$ cat config.mk
export PLATFORM = sky130hd
export DESIGN_NAME = match_link_rx_framer
export DESIGN_NICKNAME = d
export VERILOG_FILES = /design/src/rtl/match_link_rx_framer.sv
export SDC_FILE = /design/constraint.sdc
export NUM_CORES = 1
export LEC_CHECK = 0
export BUFFER_PORTS_ARGS = -buffer_cell sky130_fd_sc_hd__buf_2
export CORE_ASPECT_RATIO = 1.4
export CORE_UTILIZATION = 25
export DETAILED_ROUTE_END_ITERATION = 10
export MAX_ROUTING_LAYER = met4
export PLACE_DENSITY = 0.41
export SLEW_MARGIN = 25
export SYNTH_ARGS = -nofsm -noshare
export SYNTH_HDL_FRONTEND = slang
export SYNTH_SLANG_ARGS = --single-unit
$ cat constraint.sdc
create_clock -name clk -period 2.55 [get_ports clk]
set_input_delay 0.51 -clock clk [delete_from_list [all_inputs] [get_ports clk]]
set_output_delay 0.51 -clock clk [all_outputs]
set_load 0.02 [all_outputs]
$ cat src/rtl/match_link_rx_framer.sv
// Residual link framer: pops 48-bit link words, strips BX headers and forwards
// 45-bit residuals per BX frame, reporting frame closes and link errors.
module match_link_rx_framer #(
   parameter int MAX_WORDS = 64,
   parameter int CNT_W     = 16
) (
   input  logic             clk,
   input  logic             reset,
   input  logic [47:0]      fifo_dout,
   input  logic             fifo_empty,
   output logic             fifo_rd_en,
   input  logic             hold,
   output logic [44:0]      data_residuals,
   output logic             valid,
   output logic [3:0]       output_BX,
   output logic             send_BX,
   output logic             err_bx_seq,
   output logic             err_trunc,
   output logic [CNT_W-1:0] drop_cnt,
   output logic [CNT_W-1:0] orphan_cnt
);

   typedef enum logic [1:0] {
      WAIT_HDR = 2'd0,
      STREAM   = 2'd1,
      CLOSE    = 2'd2
   } state_t;

   // Word counter is 8 bits (N <= 255), so clamp the limit into the 9-bit compare range.
   localparam int          MAX_CL = (MAX_WORDS > 255) ? 256 : MAX_WORDS;
   localparam logic [8:0]  MAX_W9 = 9'(MAX_CL);

   function automatic logic [CNT_W-1:0] sat_inc(input logic [CNT_W-1:0] v);
      return (&v) ? v : v + CNT_W'(1);
   endfunction

   state_t           state_q, state_d;
   logic             first_q, first_d;
   logic [3:0]       bx_q, bx_d;
   logic [3:0]       prev_bx_q, prev_bx_d;
   logic [7:0]       n_q, n_d;
   logic [7:0]       wc_q, wc_d;
   logic             rd_q, rd_d;
   logic             pend_q, pend_d;
   logic [47:0]      pend_word_q, pend_word_d;
   logic [44:0]      data_q, data_d;
   logic             valid_q, valid_d;
   logic [3:0]       obx_q, obx_d;
   logic             send_q, send_d;
   logic             seq_q, seq_d;
   logic             trunc_q, trunc_d;
   logic [CNT_W-1:0] drop_q, drop_d;
   logic [CNT_W-1:0] orphan_q, orphan_d;

   logic [47:0]      in_word_s;
   logic             in_vld_s;
   logic             hdr_accept_s;
   logic [3:0]       chk_bx_s;
   logic [3:0]       exp_bx_s;

   // No pop while closing; a word already in flight is parked in pend_word_q.
   assign fifo_rd_en = reset & ~fifo_empty & ~hold & (state_q != CLOSE);
   assign rd_d       = fifo_rd_en;
   assign in_word_s  = pend_q ? pend_word_q : fifo_dout;
   assign in_vld_s   = (pend_q | rd_q) & (state_q != CLOSE);

   assign data_residuals = data_q;
   assign valid          = valid_q;
   assign output_BX      = obx_q;
   assign send_BX        = send_q;
   assign err_bx_seq     = seq_q;
   assign err_trunc      = trunc_q;
   assign drop_cnt       = drop_q;
   assign orphan_cnt     = orphan_q;

   // Next-state and registered-output decode of the current link word.
   always_comb begin
      state_d      = state_q;
      first_d      = first_q;
      bx_d         = bx_q;
      prev_bx_d    = prev_bx_q;
      n_d          = n_q;
      wc_d         = wc_q;
      pend_d       = pend_q;
      pend_word_d  = pend_word_q;
      data_d       = data_q;
      valid_d      = 1'b0;
      obx_d        = obx_q;
      send_d       = 1'b0;
      seq_d        = 1'b0;
      trunc_d      = 1'b0;
      drop_d       = drop_q;
      orphan_d     = orphan_q;
      hdr_accept_s = 1'b0;
      chk_bx_s     = prev_bx_q;
      exp_bx_s     = 4'd0;

      case (state_q)
         WAIT_HDR: begin
            if (in_vld_s) begin
               pend_d = 1'b0;
               if (in_word_s[47]) begin
                  hdr_accept_s = 1'b1;
               end else begin
                  orphan_d = sat_inc(orphan_q);
               end
            end else begin
               pend_d = pend_q;
            end
         end
         STREAM: begin
            if (in_vld_s) begin
               pend_d = 1'b0;
               if (in_word_s[47]) begin
                  // Header mid-frame: close the old frame and open the new one together.
                  trunc_d      = 1'b1;
                  send_d       = 1'b1;
                  obx_d        = bx_q;
                  prev_bx_d    = bx_q;
                  chk_bx_s     = bx_q;
                  hdr_accept_s = 1'b1;
               end else begin
                  if ({1'b0, wc_q} < MAX_W9) begin
                     valid_d = 1'b1;
                     data_d  = in_word_s[44:0];
                  end else begin
                     drop_d = sat_inc(drop_q);
                  end
                  wc_d = wc_q + 8'd1;
                  if (({1'b0, wc_q} + 9'd1) == {1'b0, n_q}) begin
                     state_d = CLOSE;
                  end else begin
                     state_d = STREAM;
                  end
               end
            end else begin
               pend_d = pend_q;
            end
         end
         CLOSE: begin
            send_d    = 1'b1;
            obx_d     = bx_q;
            prev_bx_d = bx_q;
            state_d   = WAIT_HDR;
            if (rd_q) begin
               pend_d      = 1'b1;
               pend_word_d = fifo_dout;
            end else begin
               pend_d = pend_q;
            end
         end
         default: begin
            state_d = WAIT_HDR;
         end
      endcase

      if (hdr_accept_s) begin
         exp_bx_s = chk_bx_s + 4'd1;
         if (!first_q && (in_word_s[3:0] != exp_bx_s)) begin
            seq_d = 1'b1;
         end else begin
            seq_d = 1'b0;
         end
         first_d = 1'b0;
         bx_d    = in_word_s[3:0];
         n_d     = in_word_s[15:8];
         wc_d    = 8'd0;
         if (in_word_s[15:8] == 8'd0) begin
            state_d = CLOSE;
         end else begin
            state_d = STREAM;
         end
      end else begin
         exp_bx_s = 4'd0;
      end
   end

   // State and output registers with synchronous active-low clear.
   always_ff @(posedge clk) begin
      if (!reset) begin
         state_q     <= WAIT_HDR;
         first_q     <= 1'b1;
         bx_q        <= 4'd0;
         prev_bx_q   <= 4'd0;
         n_q         <= 8'd0;
         wc_q        <= 8'd0;
         rd_q        <= 1'b0;
         pend_q      <= 1'b0;
         pend_word_q <= 48'd0;
         data_q      <= 45'd0;
         valid_q     <= 1'b0;
         obx_q       <= 4'd0;
         send_q      <= 1'b0;
         seq_q       <= 1'b0;
         trunc_q     <= 1'b0;
         drop_q      <= '0;
         orphan_q    <= '0;
      end else begin
         state_q     <= state_d;
         first_q     <= first_d;
         bx_q        <= bx_d;
         prev_bx_q   <= prev_bx_d;
         n_q         <= n_d;
         wc_q        <= wc_d;
         rd_q        <= rd_d;
         pend_q      <= pend_d;
         pend_word_q <= pend_word_d;
         data_q      <= data_d;
         valid_q     <= valid_d;
         obx_q       <= obx_d;
         send_q      <= send_d;
         seq_q       <= seq_d;
         trunc_q     <= trunc_d;
         drop_q      <= drop_d;
         orphan_q    <= orphan_d;
      end
   end

endmodule

==> reports/metrics.yaml, run 1 <==
timing.hold.ws_ns: 0.285
num_io_pins: 138
die_w_um: 146
remaining_drc_errors: 0
status: "finished clean"
finalSetupTns_ns: 0
synth_area_leaders: "dfxtp_1, mux2i_1, a211oi_2"
wl_met2_um: 9060
synth_top_area_share_pct: 44.4
clock_power_share_pct: 46.4
internal_power_uw: 4530
antennaDiodeCount: 0
worstMarginPinSlew_ns: 0.780
max_freq_mhz: 416
finalClockSkew_ns: 0.0113
yosysSeqAreaShare_pct: 44.4
drtIter0Drc: 207
grt_max_degree: 137
final_area_um2: 8910
grt_pass1_wl_um: 30400
ant_nets: 0
dr_total_vias: 5682
worstSetupPathType: "reg -> reg"
htree_levels: 4
worstSetupEndpointType: "register"
core_um2: 28400
cts_sinks: 160
synth_area_um2: 7210
grt_usage_pct: 13.3
finalNetCount: 964
initial_core_util_pct: 25.4
gp_congestion: 0.759
die_h_um: 203
slew_headroom_pct: 48.0
wl_per_cell_um: 14.2
async_flop_share_pct: 0
wl_met1_um: 8240
dp_hpwl_um: 12200
clockBufferDepth: 2
required_ns: 2.85
grt-ovfl-total: 0
startpoint_type: "register"
cts_buffers: 17
drv_cap: 0
syn_inst: 790
wl_um: 18300
drive_gt1_share_pct: 27.0
firstDrtPassIters: 4
ys.flop_type: "dfxtp_1"
p_leak_uw: 0.00326
setup_viol: 0
synth_area_leader_cell: "dfxtp_1"
hold_violations: 0
clkLatencyLatePin_ns: 0.43
synth_cell_type_count: 51
antenna_found_initial: 0
p_sw_share_pct: 24.5
pwr-share-comb_pct: 9.8
fin_crit_sh_pct: 94.3
rsz0062_at_grt: "no"
vdd_drop_max_v: 0.000388
dieArea_um2: 29500
synth_edf_count: 0
cts_hold_buf: 0
p_switching_uw: 1470
grt_pass1_vias: 5813
path_max_fanout: 4
cts_root_buf: "clkbuf_16"
period_minus_slack_ns: 2.40
slew_viol_final: 0
ys_ff_latch: 160
dpl.cell_count: 1259
yosys_warnings: 0
syn_area_per_cell_um2: 9.13
viasPerCell: 4.40
clk_pin_slew_ns: 0.07
powerDensity_nw_per_um2: 673
tritoncts: "built"
fp-row-count: 73
crit_arrival_ns: 2.71
synthesis.nets: 850
rrSetupSlack_ns: 0.15
hold_path_class: "in -> reg"
fin_cells: 1292
wl_met3_um: 752
io_buffers: 135
seqPwrFrac_pct: 43.8
top_layer_used: "met4"
syn2layout_area_growth_pct: 23.5
place_area_um2: 8250
[synthesized netlist by cell type (4+ instances only)]
| cell type | count |
|---|---|
| a211oi_1 | 14 |
| a211oi_2 | 45 |
| a21oi_1 | 52 |
| a31oi_1 | 4 |
| and2_1 | 4 |
| and3_1 | 8 |
| buf_2 | 8 |
| buf_4 | 7 |
| buf_6 | 6 |
| clkbuf_1 | 31 |
| dfxtp_1 | 160 |
| ha_1 | 8 |
| inv_1 | 11 |
| mux2i_1 | 61 |
| nand2_1 | 116 |
| nand2b_1 | 5 |
| nand3_1 | 17 |
| nand4_1 | 7 |
| nor2_1 | 110 |
| nor3_1 | 11 |
| nor3_2 | 4 |
| nor4_1 | 9 |
| o21ai_0 | 8 |
| xnor2_1 | 28 |
| xor2_1 | 19 |
[layout make-up]
type                    count  area, um2
clock buffers              24        523
clock inverters             8        121
fillers                  3045      19500
inverters                  11       46.3
multi-input cells         563       3680
flip-flops and latches    160       3210
well taps                 375        469
repair buffers            151        858
[sequential cells by signal, indices dropped and copies added (netlist names), 2 cells and up]
name / count
bx_q: 4
n_q: 8
pend_word_q: 46
state_q: 2
prev_bx_q: 4
orphan_cnt: 16
wc_q: 8
output_BX: 4
data_residuals: 45
drop_cnt: 16
[cells in the final DEF (no fill, tap or decap), types with 2 or more instances in the layout]
cell type	count
a211o_1	3
nand4_1	7
nor4_1	9
bufinv_16	3
nand3_1	17
buf_2	135
o211a_1	2
nand2_1	115
and3_1	8
nor3_1	11
dfxtp_1	159
a31oi_1	4
nand2b_1	5
nor3_2	4
clkinv_2	3
clkbuf_8	5
or3_1	3
ha_1	8
and2_1	3
a21oi_1	52
buf_4	11
nor2_1	110
inv_1	10
o211ai_1	3
inv_6	2
a211oi_1	14
mux2_2	2
clkbuf_16	18
mux2i_1	60
o21ai_0	8
xnor2_1	28
xor2_1	19
a211oi_2	45
or2_2	2
buf_12	5
[worst paths after layout]
kind	from	to	cells past startpoint
setup / recovery	state_q[0]$_SDFFE_PN0P_	err_bx_seq$_SDFF_PN0_	10
hold / removal	hold	rd_q$_SDFF_PN0_	2
setup reg to reg	state_q[0]$_SDFFE_PN0P_	err_bx_seq$_SDFF_PN0_	10
hold reg to reg	first_q$_SDFFE_PN1P_	first_q$_SDFFE_PN1P_	2
[per-stage QoR]
stage	power, uW	setup slack (ns)	utilization, %
3_5_place_dp	3280	0.116	29.0
4_1_cts	6150	0.102	31.3
3_3_place_gp	3280	0.182	29.0
5_1_grt	6310	0.00109	31.4
2_1_floorplan	3080	0.0796	-
6_report	6000	0.146	31.4
[cells by family (layout without fill, tap and decap cells)]
| kind of cell | Yosys count | count (layout) | synth area share, % |
|---|---|---|---|
| simple gates | 306 | 306 | 18.9 |
| buf+inv | 67 | 194 | 4.63 |
| compound gates | 139 | 139 | 16.1 |
| flops | 160 | 160 | 44.4 |
| xor+xnor | 47 | 47 | 5.71 |
| mux | 63 | 63 | 8.78 |
| fa+ha+maj | 8 | 8 | 1.39 |
[worst max-delay path: stages, from the launching register on]
cell,delay (ns)
dfxtp_1,0.38
inv_1,0.08
ha_1,0.21
nand2b_1,0.17
a21oi_4,0.18
mux2i_2,0.30
inv_1,0.07
ha_1,0.30
xnor2_1,0.14
o41ai_1,0.37
a21oi_1,0.08
[repair_timing]
item                       4_1_cts  5_1_grt
resized for setup                0        1
setup endpoints to repair        0        1
buffers inserted                 0        1
[metal layers]
metal  vias up  global-route usage [%]
met2       104                    22.7
met4         0                    4.51
met5         -                       -
met3        14                    3.03
met1      2627                    15.2
li1       2937                       -
[power groups by stage]
| stage | clock (uW) | sequential [uW] | combinational (uW) |
|---|---|---|---|
| after floorplan | 0 | 2710 | 376 |
| after global placement | 0 | 2680 | 596 |
| after detailed placement | 0 | 2680 | 600 |
| after CTS | 2920 | 2630 | 602 |
| after global routing | 3010 | 2640 | 660 |
| final | 2790 | 2630 | 587 |
(Power assumes the default switching activity.)
==> run 2: changes to the inputs <==
--- a/config.mk
+++ b/config.mk
@@ -11,6 +11,7 @@
 export DETAILED_ROUTE_END_ITERATION = 10
 export MAX_ROUTING_LAYER = met4
 export PLACE_DENSITY = 0.41
+export REMOVE_ABC_BUFFERS = 1
 export SLEW_MARGIN = 25
 export SYNTH_ARGS = -nofsm -noshare
 export SYNTH_HDL_FRONTEND = slang
==> run 2 against run 1 <==
Effect of this change:
- sequential power is essentially flat
- sequential share of layout area is essentially flat
- largest power group is now registers
- core utilization is essentially flat
- first-iteration DRC count shrank 18%
- worst hold slack lost 0.026 ns
- clock power shrank 14%
- worst setup slack lost 0.0025 ns
- register-to-register slack is essentially flat
==> reports/metrics.yaml, run 2 (synthesis gave the netlist of run 1 again) <==
wl_met2_um: 9250  # +2.1%
hold_path_class: "in -> reg"
finalNetCount: 972  # +0.83%
timing.rr.start: "state_q[0]$_SDFFE_PN0P_"
cp.depth: 10  # unchanged
grt_usage_pct: 13.0  # -0.27 points
wl_um: 18100  # -0.95%
powerDensity_nw_per_um2: 632  # -6.1%
dpl.cell_count: 1268  # +0.71%
drv_cap: 0  # unchanged
place_area_um2: 8370  # +1.4%
htree_levels: 4  # unchanged
path_max_fanout: 4  # unchanged
required_ns: 2.85  # about the same
core_um2: 28400  # unchanged
die_w_um: 146  # unchanged
total_power_uw: 5640  # -6.0%
status: "finished clean"
ant_nets: 0  # unchanged
timing.hold.ws_ns: 0.259  # -0.0264 ns
final_common_cell: "dfxtp_1"
largest_reg_flops: 46  # unchanged
die_h_um: 203  # unchanged
dieArea_um2: 29500  # unchanged
num_io_pins: 138  # unchanged
setup_viol: 0  # unchanged
clockBufferDepth: 2  # unchanged
multi_input_area_um2: 3680  # about the same
rrSetupSlack_ns: 0.14  # about the same
cts_buffers: 17  # unchanged
place_ws_ns: 0.121  # +0.00540 ns
rr_endpoint: "err_bx_seq$_SDFF_PN0_"
cts_root_buf: "clkbuf_16"
cts_hold_buf: 0  # unchanged
grt-ovfl-total: 0  # unchanged
slew_viol_final: 0  # unchanged
dr_total_vias: 5787  # +1.8%
period_minus_slack_ns: 2.41  # +0.00246 ns
wl_met1_um: 7940  # -3.6%
grt_max_degree: 94  # -31%
seq_area_um2: 3210  # unchanged
top_register: "pend_word_q"
grt_pass1_wl_um: 29700  # -2.3%
cp_cell_sequence: "inv_1 > ha_1 > nand2b_1 > a21oi_4 > mux2_2 > ha_1 > xnor2_1 > xnor2_1 > o41ai_1 > a21oi_1"
clkLatencyLatePin_ns: 0.43  # about the same
remaining_drc_errors: 0  # unchanged
io_buffers: 135  # unchanged
gp_congestion: 0.741  # -2.4%
grt_pass1_vias: 5659  # -2.6%
viasPerCell: 4.45  # +1.1%
vdd_drop_max_v: 0.000413  # +6.3%
fin_ws_ns: 0.144  # -0.00246 ns
worstSetupEndpointType: "register"
reg2reg_depth: 10  # unchanged
firstDrtPassIters: 4  # unchanged
max_freq_mhz: 416  # -0.10%
tritoncts: "built"
crit_arrival_ns: 2.71  # about the same
hold_violations: 0  # unchanged
wl_met3_um: 692  # -8.0%
worstSetupPathType: "reg -> reg"
fin_cells: 1301  # +0.70%
dp_hpwl_um: 12200  # -0.33%
worstMarginPinSlew_ns: 0.620  # -0.160 ns
p_leak_uw: 0.00326  # about the same
wl_per_cell_um: 13.9  # -1.6%
fp-row-count: 73  # unchanged
critical_path.max_stage_delay_ns: 0.38  # about the same
fin_crit_sh_pct: 94.4  # +0.097 points
clk_pin_slew_ns: 0.06  # about the same
finalClockSkew_ns: 0.00722  # -0.00406 ns
n_fill_cell: 3001  # -1.4%
slew_headroom_pct: 58.7  # +11 points
antenna_found_initial: 2  # +2
critPathLaunch: "state_q[0]$_SDFFE_PN0P_"
startpoint_type: "register"
cts_sinks: 160  # unchanged
crit_path_end: "err_bx_seq$_SDFF_PN0_"
path_buf_inv: 1  # -1
rsz0062_at_grt: "no"
initial_core_util_pct: 25.4  # unchanged
final_cell_mix: "dfxtp_1, buf_2, nand2_1"
top_layer_used: "met4"
syn2layout_area_growth_pct: 23.6  # about the same
final_area_um2: 8910  # about the same
drive_gt1_share_pct: 27.5  # +0.44 points
drtIter0Drc: 170  # -18%
cp_top_family: "compound AO/OA/AOI/OAI gates"
slowest_stage: "dfxtp_1"
[run 2: cell count changes in the layout (fill, tap and decap cells not counted), sizes merged]
cell / previous run / this run
clkinv: 3 / 8
buf: 151 / 159
clkinvlp: 1 / 2
diode: 0 / 2
inv: 12 / 11
clkbuf: 24 / 20
bufinv: 3 / 1
[run 2: worst min path at each step]
stage,from,to,cells after the start
floorplan,first_q$_SDFFE_PN1P_,first_q$_SDFFE_PN1P_,2
global placement,first_q$_SDFFE_PN1P_,first_q$_SDFFE_PN1P_,2
detailed placement,first_q$_SDFFE_PN1P_,first_q$_SDFFE_PN1P_,2
CTS,hold,rd_q$_SDFF_PN0_,2
global route,hold,rd_q$_SDFF_PN0_,2
finish,hold,rd_q$_SDFF_PN0_,2
[run 2: worst register-to-register path, stage by stage (launching register included)]
cell	delay, ns
dfxtp_1	0.38
inv_1	0.08
ha_1	0.21
nand2b_1	0.18
a21oi_4	0.18
mux2_2	0.36
ha_1	0.19
xnor2_1	0.13
xnor2_1	0.15
o41ai_1	0.36
a21oi_1	0.07
[run 2: timing repair]
action / 4_1_cts / 5_1_grt
setup buffers: 0 / 0
gates resized for setup: 0 / 1
endpoints found under the setup margin: 0 / 1
hold endpoints to repair: 0 / 0
[run 2: per-layer routing]
| layer | GRT usage (%) | vias to the layer above |
|---|---|---|
| li1 | - | 2976 |
| met1 | 14.4 | 2697 |
| met2 | 22.6 | 104 |
| met3 | 3.28 | 10 |
| met4 | 4.51 | 0 |
| met5 | - | - |
[run 2: power breakdown]
part | switching (uW) | leakage, uW | total, uW | internal (uW)
Clock | 1050 | 0.000265 | 2410 | 1350
Combinational | 368 | 0.00171 | 602 | 234
Sequential | 52.2 | 0.00129 | 2630 | 2570
Total | 1470 | 0.00326 | 5640 | 4160
[run 2: final cells by class]
type,instances,area share (%)
antenna,2,0.0561
clock buffer,20,5.01
clock inverter,11,1.04
inverter,11,0.519
multi-input combinational,563,41.3
sequential,160,36.0
tap,375,5.26
timing repair buffer,159,10.9
[run 2: per-stage QoR]
stage / util, % / setup TNS (ns)
global route: 31.4 / 0
CTS: 31.4 / 0
floorplan: - / -222.21
global placement: 29.5 / 0
finish: 31.4 / 0
detailed placement: 29.5 / 0
